## src/rtl/multdiv_sequencer_if.sv

```systemverilog
`default_nettype none
// +--------------------------------------------------------------------+
// | multdiv_sequencer_if : request/sequencing bundle for multdiv_seq.  |
// | Revision: 1.0                                                      |
// +--------------------------------------------------------------------+
interface multdiv_sequencer_if;
    logic       ctrl_MULT;
    logic       ctrl_DIV;
    logic       init;
    logic       step;
    logic       op_div;
    logic [5:0] iter;
    logic       last;
    logic       busy;
    logic       data_resultRDY;

    // master issues requests (pipeline side); slave is the sequencer
    modport master (
        output ctrl_MULT, ctrl_DIV,
        input  init, step, op_div, iter, last, busy, data_resultRDY
    );

    modport slave (
        input  ctrl_MULT, ctrl_DIV,
        output init, step, op_div, iter, last, busy, data_resultRDY
    );
endinterface
`default_nettype wire

```

## src/rtl/multdiv_sequencer.sv

```systemverilog
`default_nettype none
// +--------------------------------------------------------------------+
// | multdiv_sequencer : load / iterate / ready sequencing for multdiv. |
// | Revision: 1.0                                                      |
// +--------------------------------------------------------------------+
module multdiv_sequencer #(
    parameter int ITER_MULT = 16,
    parameter int ITER_DIV  = 32
) (
    input  wire logic          clock,
    input  wire logic          reset,
    multdiv_sequencer_if.slave bus
);
    typedef enum logic [1:0] {
        IDLE = 2'd0,
        LOAD = 2'd1,
        RUN  = 2'd2,
        DONE = 2'd3
    } state_t;

    localparam logic [5:0] LAST_MULT = 6'(ITER_MULT - 1);
    localparam logic [5:0] LAST_DIV  = 6'(ITER_DIV - 1);

    state_t     state;
    state_t     next_state;
    logic [5:0] count;
    logic       op_div_reg;
    logic       request;
    logic       at_last;

    logic       init_dec;
    logic       step_dec;
    logic [5:0] iter_dec;
    logic       last_dec;
    logic       busy_dec;
    logic       ready_dec;

    assign request = bus.ctrl_MULT | bus.ctrl_DIV;
    assign at_last = (count == (op_div_reg ? LAST_DIV : LAST_MULT));

    always_ff @(posedge clock) begin
        if (reset) begin
            state <= IDLE;
        end else begin
            state <= next_state;
        end
    end

    // Counter is held at zero outside RUN, so LOAD always hands RUN a cleared count;
    // it stops at N-1 and therefore never wraps.
    always_ff @(posedge clock) begin
        if (reset) begin
            count      <= '0;
            op_div_reg <= 1'b0;
        end else begin
            if (request) begin
                op_div_reg <= bus.ctrl_DIV & ~bus.ctrl_MULT;
            end
            if (state == RUN && !at_last) begin
                count <= count + 6'd1;
            end else begin
                count <= '0;
            end
        end
    end

    // Outputs decode state only; requests influence next_state but never an output.
    always_comb begin
        next_state = state;
        init_dec   = 1'b0;
        step_dec   = 1'b0;
        iter_dec   = '0;
        last_dec   = 1'b0;
        busy_dec   = 1'b0;
        ready_dec  = 1'b0;
        case (state)
            IDLE: begin
                next_state = IDLE;
            end
            LOAD: begin
                init_dec   = 1'b1;
                busy_dec   = 1'b1;
                next_state = RUN;
            end
            RUN: begin
                step_dec = 1'b1;
                busy_dec = 1'b1;
                iter_dec = count;
                last_dec = at_last;
                if (at_last) begin
                    next_state = DONE;
                end
            end
            DONE: begin
                ready_dec  = 1'b1;
                next_state = IDLE;
            end
            default: begin
                next_state = IDLE;
            end
        endcase
        // any request restarts, aborting whatever is in flight
        if (request) begin
            next_state = LOAD;
        end
    end

    assign bus.init           = init_dec;
    assign bus.step           = step_dec;
    assign bus.op_div         = op_div_reg;
    assign bus.iter           = iter_dec;
    assign bus.last           = last_dec;
    assign bus.busy           = busy_dec;
    assign bus.data_resultRDY = ready_dec;
endmodule
`default_nettype wire
```

## src/flat_wrapper.sv

```systemverilog
// flat-port wrapper written by rule: the top's interface ports become plain ports
module multdiv_sequencer_flat 
#(
    parameter int ITER_MULT = 16,
    parameter int ITER_DIV  = 32
)
  (clock, reset, bus_ctrl_MULT, bus_ctrl_DIV, bus_init, bus_step, bus_op_div, bus_iter, bus_last, bus_busy, bus_data_resultRDY);
  multdiv_sequencer_if bus_i ();
  input  wire logic clock;
  input  wire logic reset;
  input wire logic [$bits(bus_i.ctrl_MULT)-1:0] bus_ctrl_MULT;
  input wire logic [$bits(bus_i.ctrl_DIV)-1:0] bus_ctrl_DIV;
  output wire logic [$bits(bus_i.init)-1:0] bus_init;
  output wire logic [$bits(bus_i.step)-1:0] bus_step;
  output wire logic [$bits(bus_i.op_div)-1:0] bus_op_div;
  output wire logic [$bits(bus_i.iter)-1:0] bus_iter;
  output wire logic [$bits(bus_i.last)-1:0] bus_last;
  output wire logic [$bits(bus_i.busy)-1:0] bus_busy;
  output wire logic [$bits(bus_i.data_resultRDY)-1:0] bus_data_resultRDY;
  assign bus_i.ctrl_MULT = bus_ctrl_MULT;
  assign bus_i.ctrl_DIV = bus_ctrl_DIV;
  assign bus_init = bus_i.init;
  assign bus_step = bus_i.step;
  assign bus_op_div = bus_i.op_div;
  assign bus_iter = bus_i.iter;
  assign bus_last = bus_i.last;
  assign bus_busy = bus_i.busy;
  assign bus_data_resultRDY = bus_i.data_resultRDY;
  multdiv_sequencer #(.ITER_MULT(ITER_MULT), .ITER_DIV(ITER_DIV)) u_core (.clock(clock), .reset(reset), .bus(bus_i));
endmodule
```

## config.mk

```make
export PLATFORM = sky130hd
export DESIGN_NAME = multdiv_sequencer_flat
export DESIGN_NICKNAME = d
export VERILOG_FILES = /design/src/rtl/multdiv_sequencer_if.sv /design/src/rtl/multdiv_sequencer.sv /design/src/flat_wrapper.sv
export SDC_FILE = /design/constraint.sdc
export NUM_CORES = 1
export LEC_CHECK = 0
export CORE_AREA = 2 2 39 41
export DETAILED_ROUTE_END_ITERATION = 7
export DIE_AREA = 0 0 41 43
export PLACE_DENSITY = 0.66
export SYNTH_ARGS = -nofsm -noshare
export SYNTH_HDL_FRONTEND = slang
export SYNTH_SLANG_ARGS = --single-unit
```

## constraint.sdc

```tcl
create_clock -name clock -period 1.7 [get_ports clock]
set_clock_uncertainty 0.15 [all_clocks]
set_input_delay 0.34 -clock clock [delete_from_list [all_inputs] [get_ports clock]]
set_output_delay 0.34 -clock clock [all_outputs]
set_load 0.02 [all_outputs]
```

==> results of run 1 <==
## worst reg2reg max path, delay by kind of cell (launching register included)
kind / cells / cell delay [ns]
AOI/OAI and AO/OA: 1 / 0.46
and+or+nand+nor: 2 / 0.18
DFF: 1 / 0.35
buffers and inverters: 1 / 0.16
adders and majority gates: 1 / 0.15
## what timing repair did
action                     4_1_cts  5_1_grt
setup endpoints to repair       12       11
setup buffers                    1        0
gates resized for setup         45       13
pin swaps                        1        3
## metrics by stage
stage                     utilization  instance area (um2)  power (mW)  setup WS (ns)  setup TNS [ns]
after floorplan                     -                484.2      0.2503        0.01123               0
after global placement         0.5570                770.7      0.2860        -0.3262          -1.726
after detailed placement       0.5570                770.7      0.2875        -0.3472          -1.882
after CTS                      0.5687                787.0      0.4613       -0.09609        -0.09609
after global routing           0.5841                808.3      0.4798        -0.1492         -0.1593
final                          0.5841                808.3      0.4569       -0.07483        -0.07483
## area by class of cell
class / count / area (um2)
fillers: 133 / 575.6
multi-input cells: 37 / 327.8
repair buffers: 32 / 230.2
flip-flops and latches: 9 / 185.2
clock buffers: 4 / 26.28
well taps: 16 / 20.02
inverters: 5 / 18.77
## per-layer routing
| layer | vias up | global-route usage | wire length, um |
|---|---|---|---|
| li1 | 248 | - | - |
| met1 | 219 | 0.1980 | 527 |
| met2 | 15 | 0.2563 | 600 |
| met3 | 6 | 0.06283 | 52 |
| met4 | 0 | 0.1200 | 54 |
| met5 | - | 0 | 0 |
## worst min-delay path by stage
| stage | from | slack [ns] | depth (start not counted) | end |
|---|---|---|---|---|
| after floorplan | reset | 0.27 | 1 | u_core.bus.op_div |
| after global placement | u_core.count[0] | 0.38 | 2 | u_core.count[0] |
| after detailed placement | u_core.count[0] | 0.39 | 2 | u_core.count[0] |
| after CTS | u_core.count[0] | 0.41 | 2 | u_core.count[0] |
| after global routing | u_core.count[0] | 0.42 | 2 | u_core.count[0] |
| final | u_core.count[0] | 0.40 | 2 | u_core.count[0] |
## cells in the mapped netlist
cell	instances	area share
a211oi_2	1	0.026
xnor2_1	1	0.018
ha_1	4	0.10
o311ai_2	1	0.034
o41a_1	1	0.023
and2_1	7	0.090
nor2_1	6	0.047
nand3_2	1	0.021
nand2_1	1	0.0077
nand3_1	1	0.010
o311a_1	1	0.021
a21oi_1	1	0.010
or3_1	2	0.026
nor3_1	3	0.031
xor2_1	2	0.036
dfxtp_1	9	0.37
nor4b_1	1	0.018
xor2_2	1	0.034
inv_1	5	0.039
o31ai_1	1	0.016
o21ai_0	1	0.010
clkbuf_1	1	0.0077
## cell usage in the layout (no fill, tap or decap), types with 2 or more instances in the layout
master / netlist / routed
buf_4: 0 / 18
buf_2: 0 / 7
and2_1: 7 / 6
nor2_1: 6 / 6
inv_1: 5 / 5
dfxtp_1: 9 / 5
dfxtp_2: 0 / 4
clkbuf_4: 0 / 3
clkdlybuf4s50_1: 0 / 3
xor2_1: 2 / 2
or3_1: 2 / 2
nor3_1: 3 / 2
ha_4: 0 / 2
ha_1: 4 / 2
clkbuf_2: 0 / 2
## power by group through the flow
stage	combinational [mW]	sequential, mW	clock, mW
2_1_floorplan	0.0256	0.225	0
3_3_place_gp	0.0639	0.222	0
3_5_place_dp	0.0654	0.222	0
4_1_cts	0.0649	0.218	0.179
5_1_grt	0.0697	0.219	0.192
6_report	0.0639	0.218	0.175
## cells by family (layout without fill, tap and decap cells)
kind of cell    after synthesis  count (layout)  synth area share
buf+inv                       6              41           0.04651
simple gates                 22              22            0.2506
compound gates                7               7            0.1395
fa+ha+maj                     4               4            0.1034
flops                         9               9            0.3721
xor+xnor                      4               4           0.08787
==> run metrics, run 1 <==
run status complete, but fails checks; violated checks setup timing; Top delay family on crit path simple AND/OR/NAND/NOR gates; initial antenna violation count 0; number of flip-flops in the largest register 6; min Tclk post-route 1.775 ns; WL per Instance 11.99 um; layout cells sized above 1 0.4943; Total Wirelength 1235 um; Post-Synthesis Cell Area 484.2 um2; Total GRT Usage 0.1741; post-route insts no fill 103; Netlist cell types 22; floorplan die height 43 um; max capacitance violation total 0; die span in x 41 um; DIE AREA 0.001763 mm2; Pint 0.3386 mW; Critical Path AT 1.28 ns; Worst path slowest cell dfxtp_2; Critical Path Source Type flop; worst flop-to-flop path endpoint u_core.count[4]; Seq cells post-synth 9; Ant. Diodes 0; Avg Cell Area, Syn 9.312 um2; sequential share of the synthesized area 0.3721; Port Buffers 15; post-route antenna net violation count 0; CP endpoint kind primary output; leakage power 0.3615 nW; Inserted Clock Buffers 3; period utilization 1.044; worst-path cell chain ha_4 > nand3_4 > nor3_4 > and2_4 > buf_6; dpl cells 98; P_sw 0.1184 mW; slew margin rel. 0.6814; Slew Viols, Final 0; unrepaired setup endpoints after global routing yes; clock latency on the worst-skew pair 0.27 ns; clock sink count 9; Final nets 96; Flop pwr share 0.478; hold_ws 0.4042 ns; GP Congestion 0.8055; maximum vdd drop 452.1 uV; pin count of the biggest net entering global routing 9; row count 14; Min-Delay Path Class flop to flop; Layout area overhead 66.93%; Power Density 565.3 mW/mm2; Worst Setup EP bus_last; R2R setup slack 0.12 ns; DR vias 488; global-route wire length before repair 1897 um; CTS Hold Bufs 0; worst stage delay on the critical path 0.35 ns; Max Clk Rate 563.4 MHz; Max clock buf depth 2; I/O pin cnt 16; vias in the first global route 441; R2R depth 5; Comb power frac 0.140; CP Depth 5; Initial DRC Count 10; Buf/Inv on CP 1; Setup crit start u_core.count[1]; number of remaining DRC errors 0; Slew @ Worst Pin 0.4771 ns; Core Area 0.001384 mm2; Synth Net Count 60; reg2reg start u_core.count[1]; Crit Path Class flop to primary output; synth warn 0; worst path required time 1.21 ns; CTS tree yes; htree depth 1; Clock Power Share 0.383; final setup vio count 1; DRT Pass-1 Iters 4; crit-path max FO 2; Synth Instances 52; slack of the critical path -0.07483 ns; clock root cell clkbuf_4; Clock Pin Slew Worst Setup and Hold Paths 0.07 ns; Via density 4.738; Post-DP HPWL 870.8 um; switching share of power 0.2590; GRT overflow 0; Initial Util 0.3499; Fin. Hold Viols 0
Note: power is estimated with default switching activity, not from simulation.
==> run 2: changes to the inputs <==
- SKIP_LAST_GASP: default -> 1
==> run 2 against run 1 <==
Compared with the run above:
- the flow still finishes with violations (setup timing)
- critical path depth did not move
- wire length rose by 0.32%
- power fell by 0.22%
- clock power barely moved
- register-to-register slack got worse by 0.03 ns
- critical path type unchanged
==> run metrics, run 2 (synthesis results as in run 1) <==
run status complete, but fails checks; violated checks setup timing; Inserted Clock Buffers 3 (unchanged); number of flip-flops in the largest register 6 (unchanged); Pint 0.3385 mW (about the same); worst path required time 1.21 ns (about the same); CTS tree yes; GP Congestion 0.8055 (unchanged); Max Clk Rate 577.0 MHz (+2.4%); floorplan die height 43 um (unchanged); number of remaining DRC errors 0 (unchanged); Min-Delay Path Class flop to flop; clock root cell clkbuf_4; Layout area overhead 66.41%; Worst path slowest cell dfxtp_2; Via density 4.816 (+1.6%); worst flop-to-flop path endpoint u_core.count[4]; Slew Viols, Final 0 (unchanged); DIE AREA 0.001763 mm2 (unchanged); row count 14 (unchanged); Initial DRC Count 12 (+2); met1 Usage GRT 0.1914 (-0.006601); Core Area 0.001384 mm2 (unchanged); worst-path cell chain inv_1 > ha_4 > buf_4 > and2_4 > buf_6; Ant. Diodes 0 (unchanged); GRT Max-Usage Layer met2; Buf/Inv on CP 3 (+2); vias in the first global route 444 (+0.68%); Post-DP HPWL 870.8 um (unchanged); worst stage delay on the critical path 0.32 ns (-0.03 ns); Clock Pin Slew Worst Setup and Hold Paths 0.06 ns (about the same); DRT Pass-1 Iters 4 (unchanged); final setup vio count 1 (unchanged); Slew @ Worst Pin 0.5060 ns (+0.02889 ns); dpl cells 98 (unchanged); most frequent cells in the layout buf_4 (17), buf_2 (8), and2_1 (6), nor2_1 (6); Flop pwr share 0.479 (about the same); commonest non-fill, non-tap cell in the layout buf_4; die span in x 41 um (unchanged); Power Density 565.8 mW/mm2 (about the same); met2 Usage GRT 0.2563 (unchanged); reg2reg start u_core.count[1]; maximum vdd drop 450.5 uV (-0.36%); Port Buffers 15 (unchanged); slack of the critical path -0.03301 ns (+0.04182 ns); layout cells sized above 1 0.4943 (unchanged); Crit Path Class flop to primary output; pin count of the biggest net entering global routing 9 (unchanged); CTS Hold Bufs 0 (unchanged); DR vias 496 (+1.6%); Clock Power Share 0.381 (-0.002); initial antenna violation count 0 (unchanged); R2R depth 5 (unchanged); clock latency on the worst-skew pair 0.27 ns (about the same); Total Wirelength 1239 um (+0.32%); max capacitance violation total 0 (unchanged); pre-CTS setup slack -0.3472 ns (unchanged); Critical Path AT 1.24 ns (-0.04 ns); global-route wire length before repair 1869 um (-1.5%); Comb power frac 0.140 (about the same); CP endpoint kind primary output; Hold Path End u_core.count[0]; hold_sp u_core.count[0]; Final nets 96 (unchanged); post-route antenna net violation count 0 (unchanged); GRT overflow 0 (unchanged); switching share of power 0.2574 (-0.001586); htree depth 1 (unchanged); min Tclk post-route 1.733 ns (-0.04182 ns); Worst Hold Depth 2 (unchanged); post-route insts no fill 103 (unchanged); Critical Path Source Type flop; crit-path max FO 8 (+6); Initial Util 0.3499 (unchanged); leakage power 0.3617 nW (about the same); Total GRT Usage 0.1721 (-0.002024); setup tns final -0.03301 ns (+0.04182 ns); Top delay family on crit path flip-flops; CP Depth 5 (unchanged); slew margin rel. 0.6621 (-0.01929); total power 0.4559 mW (-0.22%); GRT met3 Usage 0.06283 (unchanged); I/O pin cnt 16 (unchanged); unrepaired setup endpoints after global routing yes; Fin. Hold Viols 0 (unchanged); period utilization 1.019 (-0.02460); hold_ws 0.4029 ns (-0.001389 ns); P_sw 0.1174 mW (-0.84%); Max clock buf depth 2 (unchanged); R2R setup slack 0.09 ns (-0.03 ns); clock sink count 9 (unchanged); WL per Instance 12.03 um (+0.32%)
## run 2: cell counts in the layout (fill, tap and decap cells not counted)
No cell type changed its count.
## run 2: per-layer routing
metal | vias up | share of wire
met3 | 6 | 0.049
met4 | 0 | 0.044
met1 | 226 | 0.42
met5 | - | 0
li1 | 247 | -
met2 | 17 | 0.48
## run 2: worst max-delay path by stage
stage	to	from
after floorplan	bus_last	u_core.count[0]
after global placement	bus_last	u_core.count[0]
after detailed placement	bus_last	u_core.count[0]
after CTS	bus_last	u_core.count[0]
after global routing	bus_last	u_core.count[1]
final	bus_last	u_core.state[0]
## run 2: timing repair
item | 4_1_cts | 5_1_grt
gates resized for setup | 44 | 13
setup endpoints to repair | 12 | 11
pin swaps | 0 | 4
setup buffers | 1 | 0
## run 2: cell type report
class                           instances  area [um2]
Sequential cell                         9       185.2
Inverter                                5       18.77
Multi-Input combinational cell         37       327.8
Timing Repair Buffer                   32       227.7
Fill cell                             133       578.1
Tap cell                               16       20.02
Clock buffer                            4       26.28
## run 2: worst register-to-register path, delay by kind of cell (launching register included)
family	cells	cell delay (ns)
compound gates	1	0.48
fa+ha+maj	1	0.15
buf+inv	1	0.16
flops	1	0.35
simple gates	2	0.19
## run 2: through the flow
step             util  cell area (um2)
3_5_place_dp   0.5570            770.7
5_1_grt        0.5823            805.8
4_1_cts        0.5669            784.5
2_1_floorplan       -            484.2
6_report       0.5823            805.8
3_3_place_gp   0.5570            770.7
## run 2: power by group through the flow
stage / logic, mW / registers, mW / clock network [mW]
2_1_floorplan: 0.0256 / 0.225 / 0
3_3_place_gp: 0.0639 / 0.222 / 0
3_5_place_dp: 0.0654 / 0.222 / 0
4_1_cts: 0.0649 / 0.218 / 0.179
5_1_grt: 0.0697 / 0.219 / 0.192
6_report: 0.0638 / 0.218 / 0.174
